[config.mk]
export PLATFORM = sky130hd
export DESIGN_NAME = sonic_filter_flat
export DESIGN_NICKNAME = d
export VERILOG_FILES = /design/src/rtl/sonic_pkg.sv /design/src/rtl/sonic_filter_if.sv /design/src/rtl/sonic_window.sv /design/src/rtl/sonic_filter.sv /design/src/flat_wrapper.sv
export SDC_FILE = /design/constraint.sdc
export NUM_CORES = 1
export LEC_CHECK = 0
export BUFFER_PORTS_ARGS = -buffer_cell sky130_fd_sc_hd__buf_2
export CAP_MARGIN = 40
export CORE_AREA = 2 2 119 98
export DETAILED_ROUTE_END_ITERATION = 12
export DIE_AREA = 0 0 121 100
export PLACE_DENSITY_LB_ADDON = 0.08
export REMOVE_ABC_BUFFERS = 1
export SLEW_MARGIN = 10
export SYNTH_ARGS = -nofsm -noshare
export SYNTH_HDL_FRONTEND = slang
export SYNTH_SLANG_ARGS = --single-unit
[constraint.sdc]
create_clock -name clk -period 11.5 [get_ports clk]
set_input_delay 1.15 -clock clk [delete_from_list [all_inputs] [get_ports clk]]
set_output_delay 1.15 -clock clk [all_outputs]
set_load 0.005 [all_outputs]
[src/rtl/sonic_pkg.sv]
// Shared types and constants for the ultrasonic distance filter.
package sonic_pkg;

  // Tracking state of the filter.
  typedef enum logic [1:0] {
    FILL  = 2'b00,
    TRACK = 2'b01,
    LOST  = 2'b10
  } state_t;

  localparam int DIST_W = 20;
  localparam int SUM_W  = 11;

  localparam int DEF_SAMPLE_PERIOD = 5_000_000;
  localparam int DEF_MAX_CM        = 400;
  localparam int DEF_MISS_LIMIT    = 3;
  localparam int DEF_NEAR_CM       = 20;
  localparam int DEF_FAR_CM        = 30;

  // A reading is usable when it is non-zero and no larger than max_cm.
  function automatic logic dist_in_range(input logic [DIST_W-1:0] d,
                                         input int unsigned       max_cm);
    return (d != {DIST_W{1'b0}}) && (d <= DIST_W'(max_cm));
  endfunction

endpackage

[src/rtl/sonic_filter_if.sv]
// Sensor-to-consumer bundle: raw distance in, filtered results out.
interface sonic_filter_if;
  import sonic_pkg::*;

  logic [DIST_W-1:0] distance;
  logic [DIST_W-1:0] dist_avg;
  logic              dist_valid;
  logic              new_sample;
  logic              near;

  // Side that supplies distance and consumes the filtered outputs.
  modport master (
    output distance,
    input  dist_avg,
    input  dist_valid,
    input  new_sample,
    input  near
  );

  // The filter itself.
  modport slave (
    input  distance,
    output dist_avg,
    output dist_valid,
    output new_sample,
    output near
  );

endinterface

[src/rtl/sonic_window.sv]
// Four-entry circular window of accepted readings with a running sum.
// clr together with wr_en restarts the window with din as entry 0.
module sonic_window
  import sonic_pkg::*;
(
  input  logic              clk,
  input  logic              rst,
  input  logic              wr_en,
  input  logic              clr,
  input  logic [SUM_W-1:0]  din,
  output logic [DIST_W-1:0] avg,
  output logic [DIST_W-1:0] avg_next
);

  logic [SUM_W-1:0] mem_r [4];
  logic [SUM_W-1:0] sum_r;
  logic [1:0]       wp_r;
  logic [SUM_W-1:0] sum_next_s;

  // Running sum after this cycle's write or clear; modular arithmetic is exact
  // because the true sum of four in-range readings always fits.
  always_comb begin
    sum_next_s = sum_r;
    if (clr) begin
      if (wr_en) begin
        sum_next_s = din;
      end else begin
        sum_next_s = {SUM_W{1'b0}};
      end
    end else if (wr_en) begin
      sum_next_s = sum_r - mem_r[wp_r] + din;
    end else begin
      sum_next_s = sum_r;
    end
  end

  assign avg      = {{(DIST_W - SUM_W + 2){1'b0}}, sum_r[SUM_W-1:2]};
  assign avg_next = {{(DIST_W - SUM_W + 2){1'b0}}, sum_next_s[SUM_W-1:2]};

  // Buffer, write pointer and sum storage.
  always_ff @(posedge clk) begin
    if (rst) begin
      for (int i = 0; i < 4; i++) begin
        mem_r[i] <= {SUM_W{1'b0}};
      end
      wp_r  <= 2'd0;
      sum_r <= {SUM_W{1'b0}};
    end else begin
      sum_r <= sum_next_s;
      if (clr) begin
        for (int i = 0; i < 4; i++) begin
          mem_r[i] <= {SUM_W{1'b0}};
        end
        if (wr_en) begin
          mem_r[0] <= din;
          wp_r     <= 2'd1;
        end else begin
          wp_r     <= 2'd0;
        end
      end else if (wr_en) begin
        mem_r[wp_r] <= din;
        wp_r        <= wp_r + 2'd1;
      end else begin
        wp_r <= wp_r;
      end
    end
  end

endmodule

[src/rtl/sonic_filter.sv]
// Ultrasonic distance post-processing: periodic sampling, stability and
// range checks, 4-reading moving average and a hysteretic obstacle flag.
module sonic_filter
  import sonic_pkg::*;
#(
  parameter int SAMPLE_PERIOD = DEF_SAMPLE_PERIOD,
  parameter int MAX_CM        = DEF_MAX_CM,
  parameter int MISS_LIMIT    = DEF_MISS_LIMIT,
  parameter int NEAR_CM       = DEF_NEAR_CM,
  parameter int FAR_CM        = DEF_FAR_CM
) (
  input logic           clk,
  input logic           rst,
  sonic_filter_if.slave sif
);

  localparam int TMR_W  = (SAMPLE_PERIOD > 1) ? $clog2(SAMPLE_PERIOD) : 1;
  localparam int MISS_W = $clog2(MISS_LIMIT + 1);

  localparam logic [TMR_W-1:0]  TMR_LAST  = TMR_W'(SAMPLE_PERIOD - 1);
  localparam logic [MISS_W-1:0] MISS_LAST = MISS_W'(MISS_LIMIT - 1);
  localparam logic [MISS_W-1:0] MISS_MAX  = MISS_W'(MISS_LIMIT);
  localparam logic [MISS_W-1:0] MISS_ONE  = MISS_W'(1);

  logic [DIST_W-1:0] d1_r;
  logic [DIST_W-1:0] d2_r;
  logic [TMR_W-1:0]  timer_r;
  logic              pending_r;
  state_t            state_r;
  state_t            state_nxt_s;
  logic [1:0]        fill_r;
  logic [1:0]        fill_nxt_s;
  logic [MISS_W-1:0] miss_r;
  logic [MISS_W-1:0] miss_nxt_s;
  logic [DIST_W-1:0] dist_avg_r;
  logic              dist_valid_r;
  logic              new_sample_r;
  logic              near_r;
  logic              near_nxt_s;

  logic              stable_s;
  logic              tick_s;
  logic              accept_s;
  logic              rd_ok_s;
  logic              win_wr_s;
  logic              win_clr_s;
  logic              upd_s;
  logic [DIST_W-1:0] win_avg_s;
  logic [DIST_W-1:0] win_avg_next_s;

  assign stable_s = (d1_r == d2_r);
  assign tick_s   = (timer_r == TMR_LAST);
  assign accept_s = pending_r & stable_s;
  assign rd_ok_s  = dist_in_range(d2_r, MAX_CM);

  sonic_window u_window (
    .clk      (clk),
    .rst      (rst),
    .wr_en    (win_wr_s),
    .clr      (win_clr_s),
    .din      (d2_r[SUM_W-1:0]),
    .avg      (win_avg_s),
    .avg_next (win_avg_next_s)
  );

  // Double-register the asynchronous distance and run the sample timer.
  always_ff @(posedge clk) begin
    if (rst) begin
      d1_r      <= {DIST_W{1'b0}};
      d2_r      <= {DIST_W{1'b0}};
      timer_r   <= {TMR_W{1'b0}};
      pending_r <= 1'b0;
    end else begin
      d1_r <= sif.distance;
      d2_r <= d1_r;
      if (tick_s) begin
        timer_r <= {TMR_W{1'b0}};
      end else begin
        timer_r <= timer_r + TMR_W'(1);
      end
      // An accept consumes the request; a tick while already pending is absorbed.
      if (accept_s) begin
        pending_r <= 1'b0;
      end else if (tick_s) begin
        pending_r <= 1'b1;
      end else begin
        pending_r <= pending_r;
      end
    end
  end

  // Next state, counters and window control for each accepted reading.
  always_comb begin
    state_nxt_s = state_r;
    fill_nxt_s  = fill_r;
    miss_nxt_s  = miss_r;
    win_wr_s    = 1'b0;
    win_clr_s   = 1'b0;
    upd_s       = 1'b0;
    case (state_r)
      FILL: begin
        if (accept_s && rd_ok_s) begin
          win_wr_s   = 1'b1;
          miss_nxt_s = {MISS_W{1'b0}};
          if (fill_r == 2'd3) begin
            state_nxt_s = TRACK;
            fill_nxt_s  = 2'd0;
            upd_s       = 1'b1;
          end else begin
            fill_nxt_s = fill_r + 2'd1;
          end
        end else if (accept_s) begin
          if (miss_r >= MISS_LAST) begin
            state_nxt_s = LOST;
            miss_nxt_s  = MISS_MAX;
          end else begin
            miss_nxt_s = miss_r + MISS_ONE;
          end
        end else begin
          state_nxt_s = FILL;
        end
      end
      TRACK: begin
        if (accept_s && rd_ok_s) begin
          win_wr_s   = 1'b1;
          miss_nxt_s = {MISS_W{1'b0}};
          upd_s      = 1'b1;
        end else if (accept_s) begin
          if (miss_r >= MISS_LAST) begin
            state_nxt_s = LOST;
            miss_nxt_s  = MISS_MAX;
          end else begin
            miss_nxt_s = miss_r + MISS_ONE;
          end
        end else begin
          state_nxt_s = TRACK;
        end
      end
      LOST: begin
        if (accept_s && rd_ok_s) begin
          // Restart the window with this reading as its first entry.
          win_wr_s    = 1'b1;
          win_clr_s   = 1'b1;
          fill_nxt_s  = 2'd1;
          miss_nxt_s  = {MISS_W{1'b0}};
          state_nxt_s = FILL;
        end else begin
          state_nxt_s = LOST;
        end
      end
      default: begin
        state_nxt_s = FILL;
        fill_nxt_s  = 2'd0;
        miss_nxt_s  = {MISS_W{1'b0}};
        win_clr_s   = 1'b1;
      end
    endcase
  end

  // Obstacle hysteresis; while tracking the window average equals dist_avg,
  // since every window write in TRACK also updates the output register.
  always_comb begin
    near_nxt_s = 1'b0;
    if (state_r == TRACK) begin
      if (win_avg_s < DIST_W'(NEAR_CM)) begin
        near_nxt_s = 1'b1;
      end else if (win_avg_s >= DIST_W'(FAR_CM)) begin
        near_nxt_s = 1'b0;
      end else begin
        near_nxt_s = near_r;
      end
    end else begin
      near_nxt_s = 1'b0;
    end
  end

  // State register and per-accept counters.
  always_ff @(posedge clk) begin
    if (rst) begin
      state_r <= FILL;
      fill_r  <= 2'd0;
      miss_r  <= {MISS_W{1'b0}};
    end else begin
      state_r <= state_nxt_s;
      fill_r  <= fill_nxt_s;
      miss_r  <= miss_nxt_s;
    end
  end

  // Registered outputs.
  always_ff @(posedge clk) begin
    if (rst) begin
      dist_avg_r   <= {DIST_W{1'b0}};
      dist_valid_r <= 1'b0;
      new_sample_r <= 1'b0;
      near_r       <= 1'b0;
    end else begin
      if (upd_s) begin
        dist_avg_r <= win_avg_next_s;
      end else begin
        dist_avg_r <= dist_avg_r;
      end
      dist_valid_r <= (state_nxt_s == TRACK);
      new_sample_r <= upd_s;
      near_r       <= near_nxt_s;
    end
  end

  assign sif.dist_avg   = dist_avg_r;
  assign sif.dist_valid = dist_valid_r;
  assign sif.new_sample = new_sample_r;
  assign sif.near       = near_r;

endmodule

[src/flat_wrapper.sv]
// flat-port wrapper written by rule: the top's interface ports become plain ports
module sonic_filter_flat import sonic_pkg::*;
#(
  parameter int SAMPLE_PERIOD = DEF_SAMPLE_PERIOD,
  parameter int MAX_CM        = DEF_MAX_CM,
  parameter int MISS_LIMIT    = DEF_MISS_LIMIT,
  parameter int NEAR_CM       = DEF_NEAR_CM,
  parameter int FAR_CM        = DEF_FAR_CM
)
  (clk, rst, sif_distance, sif_dist_avg, sif_dist_valid, sif_new_sample, sif_near);
  sonic_filter_if sif_i ();
  input logic clk;
  input logic rst;
  input wire logic [$bits(sif_i.distance)-1:0] sif_distance;
  output wire logic [$bits(sif_i.dist_avg)-1:0] sif_dist_avg;
  output wire logic [$bits(sif_i.dist_valid)-1:0] sif_dist_valid;
  output wire logic [$bits(sif_i.new_sample)-1:0] sif_new_sample;
  output wire logic [$bits(sif_i.near)-1:0] sif_near;
  assign sif_i.distance = sif_distance;
  assign sif_dist_avg = sif_i.dist_avg;
  assign sif_dist_valid = sif_i.dist_valid;
  assign sif_new_sample = sif_i.new_sample;
  assign sif_near = sif_i.near;
  sonic_filter #(.SAMPLE_PERIOD(SAMPLE_PERIOD), .MAX_CM(MAX_CM), .MISS_LIMIT(MISS_LIMIT), .NEAR_CM(NEAR_CM), .FAR_CM(FAR_CM)) u_core (.clk(clk), .rst(rst), .sif(sif_i));
endmodule
# [After elaboration in Yosys (flattened, before gate mapping)]
# Memory sizes are Yosys's and may differ from the RTL's. A register that Yosys moved wholly into a read port is not among the register bits.
# Index checks and enable logic that the tools add are counted.
# W data, S select, Z words.
[totals] regBits=95 ramBits=44 in_bits=22 elab_cells=108 mem_count=1
[memory_table] memory="u_core.u_window.mem_r" words=4 width=11 read_ports=1 rd_ports_with_merged_regs=1 wr=4 line_no="sonic_window.sv:15" rtl="logic [SUM_W-1:0] mem_r [4];"
[classes] bitwise=7 mux=53 reduce_logical=14 n_addsub=6 order_cmp=4 n_eq_ne=9
[ops] op="$mux W11" n=9
[ops] op="$mux W2" n=19
[ops] op="$add A23 B1 Y23 const B" n=1
[ops] op="$eq A23 B23 Y1 const B" n=1
[ops] op="$eq A20 B20 Y1" n=1
[ops] op="$le A20 B9 Y1 const B" n=1
[ops] op="$mux W1" n=20
[ops] op="$reduce_bool A20 Y1" n=1
[ops] op="$pmux W2 S3" n=2
[ops] op="$add A11 B11 Y11" n=1
[ops] op="$reduce_or A11 Y1" n=1
[ops] op="$sub A11 B11 Y11" n=1
[ops] op="$ge A9 B5 Y1 const B" n=1
[ops] op="$lt A9 B5 Y1 const B" n=1
[ops] op="$reduce_or A2 Y1" n=4
[ops] op="$add A2 B1 Y2 const B" n=3
[ops] op="$or A1 B1 Y1" n=5
[ops] op="$eq A2 B1 Y1 const B" n=2
[ops] op="$eq A2 B2 Y1 const B" n=2
[ops] op="$ne A2 B1 Y1 const B" n=2
[ops] op="$pmux W1 S2" n=2
[ops] op="$pmux W2 S2" n=1
[ops] op="$reduce_bool A2 Y1" n=2
[ops] op="$ne A3 B1 Y1 const B" n=1
[ops] op="8 further kinds" n=9

# [Longest topological paths before layout]
[depth] depth_word=11 mapped_depth=13

# [Cells and area by module]
# Synthesis repeated with hierarchy kept, for this count alone.
[unflattened] hier_cells=753 hier_area_um2=7603.5
[modules_own_cells] module="sonic_filter" n_inst=1 cells_per_inst=411 area_each_um2=3857.4 seq_area_each_um2=1861.8
[modules_own_cells] module="sonic_window" n_inst=1 cells_per_inst=342 area_each_um2=3746.1 seq_area_each_um2=1621.6

# [Least setup slack after synthesis]
# No wires, ideal clock.
[synth_path] kind="register -> register" startpoint="reg with a tool-made name" endpoint="reg u_core.u_window.sum_r[10]" t_arrival_ns=3.582 path_stages_with_launch=13 n_path_buf=1 synth_period_minus_slack_ns=3.698 slack_ns=7.802 path_cell_list="dfxtp_1 buf_1 mux4_2 fa_1 inv_1 fa_1 a21oi_1 o2111ai_1 a41oi_1 xnor2_1 nor3b_1 xnor2_1 nor2_1"
[synth_rtl] element="end signal: assignment" line_no="sonic_window.sv:47" rtl="sum_r <= {SUM_W{1'b0}};"
[synth_rtl] element="end signal: assignment" line_no="sonic_window.sv:49" rtl="sum_r <= sum_next_s;"
[synth_rtl] element="end: declaration" line_no="sonic_window.sv:16" rtl="logic [SUM_W-1:0] sum_r;"

==> flow_metrics.env <==
export IMPL_clkTransAtPathRegs_ps=60
export IMPL_dp_cells=799
export IMPL_cts_path_max_buffers=2
export IMPL_antenna_left=0
export IMPL_die_y_um=100
export IMPL_routed_wl_um=13300
export IMPL_dp_hpwl_um=9290
export IMPL_maxSlewViolCount=0
export IMPL_io_buffers=33
export IMPL_synth_edff_count=44
export IMPL_post_place_ws_ps=7580
export IMPL_syn_inst=630
export IMPL_first_pass_iters=5
export IMPL_grt_util_all_layers_pct=23.6
export IMPL_worstMarginPinSlew_ps=782
export IMPL_whs_path_depth=1
export IMPL_routabilityCongestion=0.914
export IMPL_cts_sinks=141
export IMPL_async_flop_share_pct=0
export IMPL_fmax_mhz=259
export IMPL_crit_path_end_kind="flop"
export IMPL_rows=35
export IMPL_netlist_area_um2=6690
export IMPL_cp_data_arrival_time_ps=4150
export IMPL_die_w_um=121
export IMPL_clock_latency_ps=410
export IMPL_hold_start="u_core.u_window.sum_r[6]"
export IMPL_antennaDiodeCount=0
export IMPL_ys_types=58
export IMPL_setup_viol=0
export IMPL_via_per_inst=5.40
export IMPL_grt_pass1_vias=4363
export IMPL_nNetsFinal=719
export IMPL_synth_main_ff_cell="dfxtp_1"
export IMPL_synth_seq_area_share_pct=48.8
export IMPL_final_cell_mix="dfxtp_1 (97), nor2_1 (52), inv_1 (46)"
export IMPL_ys_seq_elements=141
export IMPL_post_route_min_period_ps=3870
export IMPL_antenna_found_initial=0
export IMPL_ctsRootBufferMaster="clkbuf_16"
export IMPL_tns_ps=0
export IMPL_fin_skew_ps=7.21
export IMPL_htree_num_levels=4
export IMPL_grt_max_degree=72
export IMPL_critPathRequiredTime_ps=11780
export IMPL_grt_pass1_wl_um=22100
export IMPL_hold_violations=0
export IMPL_numCtsBuffers=17
export IMPL_timing_final_crit_share_pct=33.6
export IMPL_start_kind="flop"
export IMPL_dieArea_um2=12100
export IMPL_hp_class="flop to flop"
export IMPL_postSynthAreaPerCell_um2=10.6
export IMPL_whs_endpoint="u_core.sif.near"
export IMPL_cts_tree="built"
export IMPL_vias=4490
export IMPL_pin_count=45
export IMPL_outcome="completed"
export IMPL_r2r_end="u_core.u_window.sum_r[10]"
export IMPL_crit_path_max_fanout=11
export IMPL_postCtsSetupBuffers=0
export IMPL_drc=0
export IMPL_stdcell_count=831
export IMPL_vdd_drop_max_mv=0.105
export IMPL_rr_worst_depth=11
export IMPL_fill_cells=838
export IMPL_criticalPathCategory="flop to flop"
export IMPL_final_layout_size_suffix_gt1_share_pct=14.6
export IMPL_ys_warn_count=0
export IMPL_area_delta_synth_final_pct=13.1
export IMPL_coreArea_um2=11100
export IMPL_maxCapViolCount=0
export IMPL_rsz0062_at_grt="false"
export IMPL_initial_core_util_pct=60.4
export IMPL_drt_iter0_markers=288
export IMPL_timing_final_ws_setup_ps=7630
export IMPL_power_leakage_nw=3.00
export IMPL_cts_hold_buffers=0
export IMPL_relSlewSlack_pct=47.9
export IMPL_reg2reg_slack_ps=7630
export IMPL_power_density_nw_per_um2=156
export IMPL_ctsResizeCount=0
export IMPL_grt_overflow_total=0
export IMPL_routedWlPerCell_um=16.0
export IMPL_final_common_cell="dfxtp_1"
[per-layer routing]
| layer | wire [um] | track usage [%] | up-vias | share of wire, % |
|---|---|---|---|---|
| li1 | - | - | 2200 | - |
| met1 | 6420 | 33.9 | 2158 | 48 |
| met2 | 5970 | 36.2 | 121 | 45 |
| met3 | 771 | 5.68 | 11 | 5.8 |
| met4 | 117 | 6.08 | 0 | 0.88 |
| met5 | 0 | 0 | - | 0 |
[sequential cells by signal, indices dropped and copies added, names as in the netlist, named ones only]
register               count
u_core.d2_r               20
u_core.pending_r           1
u_core.d1_r               20
u_core.state_r             2
u_core.u_window.wp_r       2
u_core.u_window.mem_r     44
u_core.miss_r              2
u_core.fill_r              2
u_core.sif.dist_avg        9
u_core.u_window.sum_r     11
u_core.sif.near            1
u_core.sif.dist_valid      1
u_core.sif.new_sample      1
u_core.timer_r            23
[worst max path at each step]
stage,end,from
after floorplan,u_core.u_window.sum_r[10],flop
after global placement,u_core.u_window.sum_r[10],flop
after detailed placement,u_core.u_window.sum_r[10],flop
after CTS,u_core.u_window.sum_r[10],flop
after global routing,u_core.u_window.sum_r[10],flop
final,u_core.u_window.sum_r[10],flop
[cells in the mapped netlist, drive strengths merged (3+ instances only)]
cell,instances,area share [%]
a211oi,9,1.4
a21oi,16,1.2
and2,38,3.6
and3,7,0.65
buf,20,2.0
clkbuf,14,0.79
dfxtp,97,29
edfxtp,44,20
fa,10,3.0
ha,17,3.2
inv,46,2.6
mux2i,12,1.8
mux4,11,3.7
nand2,25,1.4
nand2b,7,0.65
nand3,14,1.0
nand4,9,0.84
nor2,52,2.9
nor2b,44,4.1
nor3,15,1.2
nor4,12,1.2
nor4b,5,1.2
o21a,3,0.34
o21ai,15,1.1
or2,5,0.47
or3,5,0.47
xnor2,28,3.7
xor2,23,3.0
[report_power, final]
group,leakage (nW),internal [mW],switching [mW]
Combinational,1.46,0.0347,0.0480
Sequential,1.24,0.526,0.00985
Clock,0.298,0.343,0.220
Total,3.00,0.905,0.278
[cells by family (layout without fill, tap and decap cells)]
group           count (synthesis)  after routing  share of synthesized area, %
flops                         141            141                          48.8
mux                            25             25                          5.83
fa+ha+maj                      27             27                          6.17
other cells                     1             19                        0.0560
xor+xnor                       51             51                          6.68
buf+inv                        80            115                          5.35
compound gates                 55             55                          5.65
simple gates                  250            250                          21.5
[critical path, cell delays in order, from the launching register on]
cell and delay, ps:
dfxtp_1 800, mux4_2 610, fa_1 490, inv_1 60, fa_1 450, a21oi_1 260, o2111ai_1 200, a41oi_1 270
xnor2_1 130, nor3b_1 240, xnor2_1 160, nor2_1 60
[per-stage QoR]
stage	hold WS (ps)	area, um2	utilization [%]	total power, mW
finish	460	7570	68.3	1.18
detailed placement	455	6950	62.8	0.629
floorplan	425	6570	-	0.602
global placement	438	6950	62.8	0.625
global route	487	7570	68.3	1.22
CTS	467	7570	68.3	1.19
[layout make-up]
| cell class | count | area (um2) | share of cell area, % |
|---|---|---|---|
| flip-flops and latches | 141 | 3260 | 43.1 |
| multi-input cells | 427 | 3140 | 41.4 |
| clock buffers | 19 | 464 | 6.13 |
| repair buffers | 37 | 195 | 2.58 |
| well taps | 148 | 185 | 2.45 |
| inverters | 46 | 173 | 2.28 |
| clock inverters | 13 | 153 | 2.02 |
Power figures use the tool's default switching activity.
